### config.mk
export PLATFORM = sky130hd
export DESIGN_NAME = cernbe_vme_regbank
export DESIGN_NICKNAME = d
export VERILOG_FILES = /design/src/rtl/cernbe_vme_regbank_pkg.sv /design/src/rtl/cernbe_vme_atomic_reg.sv /design/src/rtl/cernbe_vme_regbank.sv
export SDC_FILE = /design/constraint.sdc
export NUM_CORES = 1
export LEC_CHECK = 0
export ABC_AREA = 0
export CAP_MARGIN = 15
export CORE_MARGIN = 5
export CORE_UTILIZATION = 52
export DETAILED_ROUTE_END_ITERATION = 10
export PLACE_DENSITY = 0.87
export RECOVER_POWER = 100
export SYNTH_ARGS = -nofsm -noshare
export SYNTH_HDL_FRONTEND = slang
export SYNTH_SLANG_ARGS = --single-unit
### constraint.sdc
create_clock -name Clk -period 4.2 [get_ports Clk]
set_clock_uncertainty 0.05 [all_clocks]
set_input_delay 1.26 -clock Clk [delete_from_list [all_inputs] [get_ports Clk]]
set_output_delay 1.26 -clock Clk [all_outputs]
set_load 0.02 [all_outputs]
### src/rtl/cernbe_vme_regbank_pkg.sv
// Shared types for the VME register bank: submap FSM states, timeout fill data, address decode.
// Combinational helpers only; no latency, no flow control.
// Backpressure: not applicable.
package cernbe_vme_regbank_pkg;

    typedef enum logic [1:0] {
        IDLE  = 2'd0,
        SM_RD = 2'd1,
        SM_WR = 2'd2
    } sm_state_t;

    localparam logic [15:0] C_TIMEOUT_DATA = 16'hDEAD;

    typedef struct packed {
        logic [15:0] reg_idx;
        logic [1:0]  word_idx;
    } addr_dec_t;

    // Word address -> (register, word); word 0 is the most significant word.
    function automatic addr_dec_t decode_addr(input logic [15:0] wa, input int reg_words);
        addr_dec_t d;
        d.reg_idx  = 16'(int'(wa) / reg_words);
        d.word_idx = 2'(int'(wa) % reg_words);
        return d;
    endfunction

endpackage

### src/rtl/cernbe_vme_atomic_reg.sv
// One multi-word register with write shadow (atomic commit) and coherent read latch.
// Write lands one cycle after wr_vld; rd_dat is combinational from the current word select.
// Backpressure: none, every request is taken the cycle it is presented.
module cernbe_vme_atomic_reg #(
    parameter int REG_WORDS = 2,
    parameter bit ATOMIC    = 1'b1
) (
    input  logic                      Clk,
    input  logic                      Rst,
    input  logic                      wr_vld,
    input  logic [1:0]                wr_word,
    input  logic [15:0]               wr_dat,
    input  logic                      rd_vld,
    input  logic [1:0]                rd_word,
    output logic [15:0]               rd_dat,
    output logic [REG_WORDS*16-1:0]   value,
    output logic                      wr_pulse
);

    // Single-word registers have nothing to stage, so they always behave directly.
    localparam bit         STAGED = ATOMIC && (REG_WORDS > 1);
    localparam logic [1:0] LAST   = 2'(REG_WORDS - 1);

    logic [15:0] word_q   [REG_WORDS];
    logic [15:0] shadow_q [REG_WORDS];
    logic [15:0] latch_q  [REG_WORDS];

    always_ff @(posedge Clk) begin
        if (Rst) begin
            for (int i = 0; i < REG_WORDS; i++) begin
                word_q[i]   <= '0;
                shadow_q[i] <= '0;
                latch_q[i]  <= '0;
            end
            wr_pulse <= 1'b0;
        end else begin
            wr_pulse <= wr_vld && (!STAGED || wr_word == LAST);
            if (wr_vld) begin
                for (int i = 0; i < REG_WORDS; i++) begin
                    if (!STAGED) begin
                        if (wr_word == 2'(i)) word_q[i] <= wr_dat;
                    end else if (wr_word == LAST) begin
                        word_q[i] <= (i == REG_WORDS - 1) ? wr_dat : shadow_q[i];
                    end else if (wr_word == 2'(i)) begin
                        shadow_q[i] <= wr_dat;
                    end
                end
            end
            if (STAGED && rd_vld && rd_word == 2'd0) begin
                for (int i = 0; i < REG_WORDS; i++) latch_q[i] <= word_q[i];
            end
        end
    end

    always_comb begin
        rd_dat = '0;
        for (int i = 0; i < REG_WORDS; i++) begin
            if (rd_word == 2'(i)) rd_dat = (STAGED && i != 0) ? latch_q[i] : word_q[i];
        end
    end

    always_comb begin
        value = '0;
        for (int i = 0; i < REG_WORDS; i++) value[(REG_WORDS-1-i)*16 +: 16] = word_q[i];
    end

endmodule

### src/rtl/cernbe_vme_regbank.sv
// VME slave: N_REGS multi-word registers plus one forwarded submap window with timeout.
// Register read acked 1 cycle after strobe, write 2 cycles; submap waits for its Done or TIMEOUT.
// Backpressure: strobes arriving while busy are dropped and never acknowledged.
module cernbe_vme_regbank
    import cernbe_vme_regbank_pkg::*;
#(
    parameter int AW        = 3,
    parameter int N_REGS    = 2,
    parameter int REG_WORDS = 2,
    parameter int ATOMIC    = 1,
    parameter int TIMEOUT   = 255
) (
    input  logic                            Clk,
    input  logic                            Rst,
    input  logic [AW:1]                     VMEAddr,
    output logic [15:0]                     VMERdData,
    input  logic [15:0]                     VMEWrData,
    input  logic                            VMERdMem,
    input  logic                            VMEWrMem,
    output logic                            VMERdDone,
    output logic                            VMEWrDone,
    output logic [N_REGS*REG_WORDS*16-1:0]  regs_o,
    output logic [N_REGS-1:0]               regs_wr_o,
    output logic [AW-1:1]                   sm_VMEAddr_o,
    input  logic [15:0]                     sm_VMERdData_i,
    output logic [15:0]                     sm_VMEWrData_o,
    output logic                            sm_VMERdMem_o,
    output logic                            sm_VMEWrMem_o,
    input  logic                            sm_VMERdDone_i,
    input  logic                            sm_VMEWrDone_i,
    output logic                            sm_timeout_o,
    output logic [7:0]                      err_cnt_o
);

    sm_state_t   state, state_nxt;
    logic [15:0] tmo_cnt;
    logic        busy, acc_rd, acc_wr, sm_done, tmo_hit;
    logic [AW:1] d0_addr;
    logic [15:0] d0_wdata;
    logic        d0_wr;
    addr_dec_t   rd_dec, wr_dec;
    logic [15:0] reg_rd_dat [N_REGS];
    logic [15:0] reg_rd_sel;

    // A register write is still pending its ack while it sits in d0.
    assign busy   = (state != IDLE) || d0_wr;
    assign acc_wr = VMEWrMem && !busy;
    assign acc_rd = VMERdMem && !VMEWrMem && !busy;

    always_ff @(posedge Clk) begin
        if (Rst) begin
            d0_addr  <= '0;
            d0_wdata <= '0;
            d0_wr    <= 1'b0;
        end else begin
            d0_wr <= acc_wr;
            if (acc_wr || acc_rd) begin
                d0_addr  <= VMEAddr;
                d0_wdata <= VMEWrData;
            end
        end
    end

    assign rd_dec = decode_addr(16'(VMEAddr[AW-1:1]), REG_WORDS);
    assign wr_dec = decode_addr(16'(d0_addr[AW-1:1]), REG_WORDS);

    for (genvar k = 0; k < N_REGS; k++) begin : g_reg
        cernbe_vme_atomic_reg #(
            .REG_WORDS (REG_WORDS),
            .ATOMIC    (ATOMIC != 0)
        ) u_reg (
            .Clk      (Clk),
            .Rst      (Rst),
            .wr_vld   (d0_wr && !d0_addr[AW] && wr_dec.reg_idx == 16'(k)),
            .wr_word  (wr_dec.word_idx),
            .wr_dat   (d0_wdata),
            .rd_vld   (acc_rd && !VMEAddr[AW] && rd_dec.reg_idx == 16'(k)),
            .rd_word  (rd_dec.word_idx),
            .rd_dat   (reg_rd_dat[k]),
            .value    (regs_o[k*REG_WORDS*16 +: REG_WORDS*16]),
            .wr_pulse (regs_wr_o[k])
        );
    end

    // Unmapped register addresses match no index and read as zero.
    always_comb begin
        reg_rd_sel = '0;
        for (int k = 0; k < N_REGS; k++) begin
            if (rd_dec.reg_idx == 16'(k)) reg_rd_sel = reg_rd_dat[k];
        end
    end

    assign sm_done = (state == SM_RD && sm_VMERdDone_i) || (state == SM_WR && sm_VMEWrDone_i);
    assign tmo_hit = (state != IDLE) && !sm_done && (tmo_cnt == 16'(TIMEOUT - 1));

    always_ff @(posedge Clk) begin
        if (Rst) begin
            state   <= IDLE;
            tmo_cnt <= '0;
        end else begin
            state   <= state_nxt;
            tmo_cnt <= (state == IDLE) ? 16'd0 : tmo_cnt + 16'd1;
        end
    end

    always_comb begin
        state_nxt = state;
        case (state)
            IDLE: begin
                if (acc_wr && VMEAddr[AW])      state_nxt = SM_WR;
                else if (acc_rd && VMEAddr[AW]) state_nxt = SM_RD;
            end
            SM_RD, SM_WR: begin
                if (sm_done || tmo_hit) state_nxt = IDLE;
            end
            default: state_nxt = IDLE;
        endcase
    end

    always_comb begin
        sm_VMERdMem_o  = (state == SM_RD) && (tmo_cnt == 16'd0);
        sm_VMEWrMem_o  = (state == SM_WR) && (tmo_cnt == 16'd0);
        sm_VMEAddr_o   = d0_addr[AW-1:1];
        sm_VMEWrData_o = d0_wdata;
    end

    always_ff @(posedge Clk) begin
        if (Rst) begin
            VMERdData    <= '0;
            VMERdDone    <= 1'b0;
            VMEWrDone    <= 1'b0;
            sm_timeout_o <= 1'b0;
            err_cnt_o    <= '0;
        end else begin
            VMERdDone    <= 1'b0;
            VMEWrDone    <= 1'b0;
            sm_timeout_o <= tmo_hit;
            if (acc_rd && !VMEAddr[AW]) begin
                VMERdDone <= 1'b1;
                VMERdData <= reg_rd_sel;
            end
            if (d0_wr && !d0_addr[AW]) VMEWrDone <= 1'b1;
            if (state == SM_RD && (sm_done || tmo_hit)) begin
                VMERdDone <= 1'b1;
                VMERdData <= sm_done ? sm_VMERdData_i : C_TIMEOUT_DATA;
            end
            if (state == SM_WR && (sm_done || tmo_hit)) VMEWrDone <= 1'b1;
            if (tmo_hit && err_cnt_o != 8'hFF) err_cnt_o <= err_cnt_o + 8'd1;
        end
    end

endmodule

After elaboration in Yosys (flattened, before gate mapping)
Memory sizes are Yosys's and may differ from the RTL's.
Index checks and enable logic that the tools add are counted.
{ "op_classes": {"add_sub_neg": 2, "eq_ne": 6, "n_mux": 50, "bitwise_logic": 10, "n_reduce_logical": 44} }
{ "ops": {"columns": ["operator", "n"], "rows": [
  ["16-bit 2-to-1 mux", 19],
  ["16-bit zero test", 3],
  ["1-bit 2-to-1 mux", 27],
  ["1-bit logical AND", 24],
  ["16-bit by 1-bit adder with 16-bit output (second input constant)", 1],
  ["16-bit by 8-bit == test with 1-bit output (second input constant)", 1],
  ["1-bit OR", 10],
  ["8-bit by 1-bit adder with 8-bit output (second input constant)", 1],
  ["8-bit inequality test (second input constant)", 1],
  ["2-bit zero test", 3],
  ["2-bit 2-to-1 mux", 3],
  ["1-bit zero test", 5],
  ["1-bit logical OR", 4],
  ["2-bit one-hot mux with 2 select lines", 1],
  ["2-bit nonzero test", 2],
  ["2-bit OR reduction", 2],
  ["3-bit by 1-bit inequality test with 1-bit output (second input constant)", 1],
  ["2-bit by 1-bit == test with 1-bit output (second input constant)", 1],
  ["2-bit == test (second input constant)", 1],
  ["2-bit inequality test (second input constant)", 1],
  ["2-bit AND reduction", 1]
]} }
{ "word_totals": {"register_bits": 67, "ramBits": 192, "inputBits": 41, "out_inout_bits": 113, "wordCells": 130, "memories": 6} }
{ "mem_list": {"columns": ["memory", "words", "word_bits", "read_ports", "rd_ports_with_merged_regs", "write_ports", "line", "source"], "rows": [
  ["g_reg[0].u_reg.latch_q", 2, 16, 1, 0, 2, "cernbe_vme_atomic_reg.sv:26", "logic [15:0] latch_q [REG_WORDS];"],
  ["g_reg[0].u_reg.shadow_q", 2, 16, 1, 0, 2, "cernbe_vme_atomic_reg.sv:25", "logic [15:0] shadow_q [REG_WORDS];"],
  ["g_reg[0].u_reg.word_q", 2, 16, 2, 0, 2, "cernbe_vme_atomic_reg.sv:24", "logic [15:0] word_q [REG_WORDS];"],
  ["g_reg[1].u_reg.latch_q", 2, 16, 1, 0, 2, "cernbe_vme_atomic_reg.sv:26", null],
  ["g_reg[1].u_reg.shadow_q", 2, 16, 1, 0, 2, "cernbe_vme_atomic_reg.sv:25", null],
  ["g_reg[1].u_reg.word_q", 2, 16, 2, 0, 2, "cernbe_vme_atomic_reg.sv:24", null]
]} }

Logic depth before layout (Yosys ltp)
Gate-level depths: netlist of the first run.
{ "depth": {"ltp_word": 11, "mapped_depth": 8} }

By module
A second synthesis of the first run with hierarchy kept.
{ "unflattened": {"cells_unflattened": 750, "hier_area_um2": 8659.6} }
{ "modules_own_cells": {"columns": ["mod", "n_inst", "cells_each", "area_each_um2"], "rows": [
  ["cernbe_vme_atomic_reg", 2, 184, 2712.6],
  ["cernbe_vme_regbank", 1, 382, 3234.4]
]} }

Least setup slack after synthesis of the first run
OpenSTA, ideal clock, no wires.
{ "synth_path": {"path_kind": "in2reg", "startpoint": "in VMEWrMem", "endpoint": "mem g_reg[0].u_reg.latch_q[1][0], enable pin", "arrival_time_ns": 3.442, "setup_slack_ns": 0.294, "cell_stages": 5, "n_path_buf": 2, "path_cell_list": "nand4bb_1 -> nand2b_1 -> clkbuf_1 -> buf_1 -> o31ai_1"} }
{ "synth_rtl": {"columns": ["item", "line", "source"], "rows": [
  ["start, declared", "cernbe_vme_regbank.sv:19", "input logic VMEWrMem,"],
  ["end, declared", "cernbe_vme_atomic_reg.sv:26", null]
]} }

==> impl_metrics.ini, run 1 <==
[sta]
setup-violations-final = 0
slew_headroom = -0.518
finalHoldViolCount = 0
fmax_mhz = 266
period_share = 0.896
setup_slack_ns = 0.438
period_minus_slack_ns = 3.76
setup-tns-final_ns = 0
tightest_slew_ns = 2.28
hold_slack_ns = 0.421
rsz0062_at_grt = false
drv_slew = 48

[route]
drc = 0
ant_nets = 0
via_per_inst = 5.56
finalWirelength_mm = 20.3
drtIter0Drc = 518
avgRoutedWirePerCell_um = 19.3
first_pass_iters = 5
route.vias.total = 5839

[global_routing]
grt_max_degree = 48
grt_pass1_wl_mm = 31.3
antenna_found_initial = 0
grt_pass1_vias = 5630
grt_use_total = 0.225
grt_overflow = 0

[die]
die_x_um = 136
rows = 46
start_util = 0.525
dieArea_sq_mm = 0.0185
io_pins = 154
core_sq_mm = 0.0157
die_h_um = 136

[min_path]
hold_depth = 2
holdCritStartpoint = VMERdData[15]$_SDFFE_PP0P_
holdPathEnd = VMERdData[15]$_SDFFE_PP0P_
hp-class = flip-flop to flip-flop

[cts]
htree_levels = 4
tritoncts = yes
post_cts_buffers = 0
clock_path_buffers = 2
cts_buffers = 17
cts_root_buf = clkbuf_16
clk_latency_ns = 0.43
cts.repair.resized = 0
cts.sinks = 195
clk_pin_slew_ns = 0.07
hold_buffers = 0

[critical_path]
end_kind = flip-flop
cp-start-kind = input pin
critPathMaxStageDelay_ns = 1.65
crit_slowest_cell = clkbuf_1
crit_top_cell = clkbuf_1
rr_worst_depth = 7
r2r_setup_slack_ns = 1.21
critPathKind = input pin to flip-flop
path_cells = clkbuf_1, clkbuf_1, nor2_2, clkbuf_2, and2_0
cp_max_fo = 47
r2r-start = state[0]$_SDFFE_PP0P_
cp.required_ns = 4.32
r2r-end = VMERdData[6]$_SDFFE_PP0P_
arrival_ns = 3.88

[synth]
syn_area_sq_mm = 0.00825
synth_top_flop_cell = edfxtp_1
synthesis.nets = 720
postSynthAreaPerCell_sq_um = 12.3
syn_inst = 672
async_flop_share = 0
synth_seq_cells = 195
synth.distinct_cells = 54
yosysWarnings = 0
yosysSeqAreaShare = 0.628
synth_edf_count = 128

[final_layout]
area_delta_synth_final_pct = 27.9
drive_above_1_share = 0.0802
layout_common_cells = 128 x edfxtp_1, 114 x dlygate4sd3_1, 77 x nand2_1
num-nets-final = 870
n_antenna_cell = 0
final_common_cell = edfxtp_1

[place]
preCtsSetupSlack_ns = 0.508
place_congestion = 0.881
portBuffers = 153
dp_hpwl_mm = 14.2

[outcome]
violations = max-capacitance violations, max-slew violations
status = finished, violations left

[run]
maxCapViolCount = 1

[power]
p_total_mw = 4.20
p_leak_nw = 4.00
ir_worst_vdd_mv = 0.307
p_per_area_mw_per_mm2 = 398
how the worst max path moves through the flow:
stage | slack, ns | to | startpoint | depth (start not counted)
final | 0.44 | g_reg[1].u_reg.word_q[0][15]$_SDFFCE_PN0P_ | Rst | 5
after global routing | 0.26 | g_reg[1].u_reg.word_q[0][30]$_SDFFCE_PN0P_ | Rst | 5
after CTS | 0.52 | sm_VMERdMem_o | tmo_cnt[10]$_SDFF_PP0_ | 5
after detailed placement | 0.51 | g_reg[0].u_reg.latch_q[1][10]$_SDFFCE_PN0P_ | VMEWrMem | 5
after global placement | 0.67 | g_reg[0].u_reg.latch_q[1][12]$_SDFFCE_PN0P_ | VMEWrMem | 5
after floorplan | 0.29 | g_reg[0].u_reg.latch_q[1][0]$_SDFFCE_PN0P_ | VMEWrMem | 5
stage by stage:
stage                      util  instances  cell area (sq um)
after floorplan               -        672               8250
after global placement    0.637       1018              10000
after detailed placement  0.637       1018              10000
after CTS                 0.676       1050              10600
after global routing      0.672       1051              10600
final                     0.672       1051              10600
flip-flops by register name, indices dropped and copies added (netlist names):
signal / cells
g.u_reg.word_q: 64
d0_wr: 1
VMERdData: 16
err_cnt_o: 8
sm_VMEWrData_o: 16
state: 2
tmo_cnt: 16
VMERdDone: 1
g.u_reg.wr_pulse: 2
g.u_reg.latch_q: 32
sm_timeout_o: 1
VMEWrDone: 1
g.u_reg.shadow_q: 32
d0_addr: 3
per-layer routing:
layer  wire [um]  track usage  vias up
met2       10100        0.374      263
met5           0            0        -
met1        8030        0.297     2839
li1            -            -     2699
met4         489       0.0767        0
met3        1630       0.0463       38
power by group:
part	switching, mW	internal [mW]
Sequential	0.0570	2.12
Combinational	0.221	0.154
Clock	0.720	0.928
Total	0.999	3.20
Yosys cell counts (3+ instances only):
library cell  number  area share
a21oi_1           28       0.017
a311oi_1          12       0.013
and2_1           129       0.098
and3_1            10      0.0076
and4_1             3      0.0032
buf_4              5      0.0045
clkbuf_1          29       0.013
dfxtp_1           67        0.16
edfxtp_1         128        0.47
ha_1               7       0.011
inv_1              9      0.0041
mux4_2            16       0.044
nand2_1           77       0.035
nand2b_1           3      0.0023
nand3_1           11      0.0067
nand4_1            7      0.0053
nor2_1            43       0.020
nor2b_1            4      0.0030
nor3_1             3      0.0018
nor4_1             4      0.0030
o21ai_0            8      0.0049
o21ai_1            4      0.0024
o221a_1            5      0.0068
o311a_1            5      0.0061
o31ai_1            6      0.0055
or3_1              4      0.0030
or4_1              3      0.0027
or4_4              3      0.0041
xor2_1             8      0.0085
final cells by class:
cell class	instances	area (sq um)
clock inverter	11	140
sequential	195	5180
timing repair buffer	171	1620
tap	216	270
clock buffer	21	462
inverter	10	37.5
fill	1106	5160
multi-input combinational	427	2840
logic make-up after synthesis:
logic type                 after synthesis  synth area share
AOI/OAI and AO/OA                       78            0.0675
xor gates and xnor gates                10            0.0106
adders and majority gates                7            0.0106
buffers and inverters                   50            0.0274
DFF                                    195             0.628
muxes                                   19            0.0475
and+or+nand+nor                        313             0.208
critical path, delay by kind of cell:
family	cells	cell delay, ns
buffers and inverters	3	2.24
and+or+nand+nor	2	0.37
Note: power is estimated with default switching activity, not from simulation.
==> run 2, diff against run 1 <==
CTS_CLUSTER_DIAMETER = 30   (was default)
==> results of run 2 <==
Same layout as run 1: the final DEF is identical, and so are final timing and power.
==> run 3, diff against run 2 <==
CAP_MARGIN = 20   (was 15)
clock period = 3.9 ns   (was 4.2 ns; I/O delays follow)
==> run 3 against run 2 <==
Net effect:
- the flow now finishes without violations
- sequential share of layout area is 0.12 points higher
- sequential power up 7%
- clock power hardly changed
- global-route usage shrank 0.51 points
- die area unchanged
- power up 5.1%
- sequential cell count stayed put
- critical path depth stayed put
- largest cell class unchanged
- via count fell by 1.5%
- core utilization fell by 0.16 points
- hold slack gained 0.0041 ns
- combinational power grew 6.9%
==> impl_metrics.ini, run 3 (synthesized netlist as in run 1, its figures left out) <==
[sta]
period_minus_slack_ns = 3.65
setup-violations-final = 0
period_share = 0.935
slew_headroom = 0.123
setup_slack_ns = 0.253
rsz0062_at_grt = false
setup-tns-final_ns = 0
drv_slew = 0
fmax_mhz = 274
finalHoldViolCount = 0
tightest_slew_ns = 1.31

[final_layout]
final_common_cell = edfxtp_1
n_antenna_cell = 0
top_register = g.u_reg.word_q
layout_common_cells = 128 x edfxtp_1, 114 x dlygate4sd3_1, 77 x nand2_1
instances_no_fill = 1052
largest_reg_flops = 64
drive_above_1_share = 0.0813
reg_top3 = g.u_reg.word_q: 64 flops, g.u_reg.latch_q: 32 flops, g.u_reg.shadow_q: 32 flops
area_delta_synth_final_pct = 27.6
num-nets-final = 871

[min_path]
hp-class = flip-flop to flip-flop

[route]
via_per_inst = 5.47
finalWirelength_mm = 20.1
avgRoutedWirePerCell_um = 19.1
first_pass_iters = 5
route.vias.total = 5753
drc = 0
drtIter0Drc = 556
ant_nets = 0

[global_routing]
grt_pass1_wl_mm = 30.6
antenna_found_initial = 0
grt_overflow = 0
grt_max_degree = 34
grt_use_total = 0.220
grt_pass1_vias = 5551

[cts]
clk_latency_ns = 0.43
cts.repair.resized = 0
htree_levels = 4
tritoncts = yes
cts_root_buf = clkbuf_16
clock_path_buffers = 2
post_cts_buffers = 0
clk_pin_slew_ns = 0.07
cts_buffers = 17
hold_buffers = 0
cts.sinks = 195

[die]
rows = 46
die_h_um = 136
io_pins = 154
core_sq_mm = 0.0157
die_x_um = 136
dieArea_sq_mm = 0.0185
start_util = 0.525

[critical_path]
arrival_ns = 2.43
cp_max_fo = 5
critPathKind = flip-flop to output pin
cp.required_ns = 2.68
end_kind = output pin
cp-start-kind = flip-flop

[place]
dp_hpwl_mm = 14.5
preCtsSetupSlack_ns = 0.287
place_inst = 1017
place_congestion = 0.844
portBuffers = 153

[power]
ir_worst_vdd_mv = 0.406
p_per_area_mw_per_mm2 = 419
p_leak_nw = 3.98
p_total_mw = 4.42

[outcome]
status = completed

[run]
maxCapViolCount = 0
-- run 3: cell types whose count changed in the layout (fill, tap and decap cells not counted), sizes merged --
| cell | previous run | this run |
|---|---|---|
| bufinv | 2 | 1 |
| clkinvlp | 2 | 3 |
| clkbuf | 33 | 32 |
| clkinv | 2 | 3 |
| inv | 15 | 16 |
-- run 3: worst max-delay path, stage by stage, from the launching register on --
cell and delay [ns]:
dfxtp_1 0.36, or4_4 0.59, nor2_1 0.12, nand3_1 0.10
nor2_1 0.12, dlygate4sd3_1 0.71
-- run 3: stage by stage --
| step | hold WS (ns) | area, sq um | util |
|---|---|---|---|
| after floorplan | 0.387 | 8250 | - |
| after global placement | 0.402 | 10000 | 0.638 |
| after detailed placement | 0.410 | 10000 | 0.638 |
| after CTS | 0.428 | 10600 | 0.673 |
| after global routing | 0.439 | 10500 | 0.670 |
| final | 0.425 | 10500 | 0.670 |
-- run 3: final timing paths --
path / cells past startpoint / slack, ns / from / end
hold / removal: 2 / 0.43 / VMERdData[7]$_SDFFE_PP0P_ / VMERdData[7]$_SDFFE_PP0P_
setup / recovery: 5 / 0.25 / tmo_cnt[10]$_SDFF_PP0_ / sm_VMEWrMem_o
hold reg to reg: 2 / 0.43 / VMERdData[7]$_SDFFE_PP0P_ / VMERdData[7]$_SDFFE_PP0P_
setup reg to reg: 8 / 1.17 / state[0]$_SDFFE_PP0P_ / g_reg[1].u_reg.latch_q[1][0]$_SDFFCE_PN0P_
-- run 3: report_power, final --
part	switching [mW]	total, mW	leakage [nW]	internal, mW
Clock	0.778	1.67	0.266	0.892
Combinational	0.235	0.401	1.84	0.166
Sequential	0.0610	2.34	1.87	2.28
Total	1.07	4.42	3.98	3.34
-- run 3: metal layers --
layer  global-route usage  routed length [um]  up-vias
met5                    0                   0        -
met4               0.0694                 412        0
met3               0.0551                1680       28
met2                0.368                9980      262
met1                0.284                7990     2758
li1                     -                   -     2705
-- run 3: final cells by class --
class | instances | area, sq um
flip-flops and latches | 195 | 5180
well taps | 216 | 270
clock buffers | 19 | 433
inverters | 10 | 37.5
fillers | 1108 | 5180
repair buffers | 172 | 1630
multi-input cells | 427 | 2850
clock inverters | 13 | 124
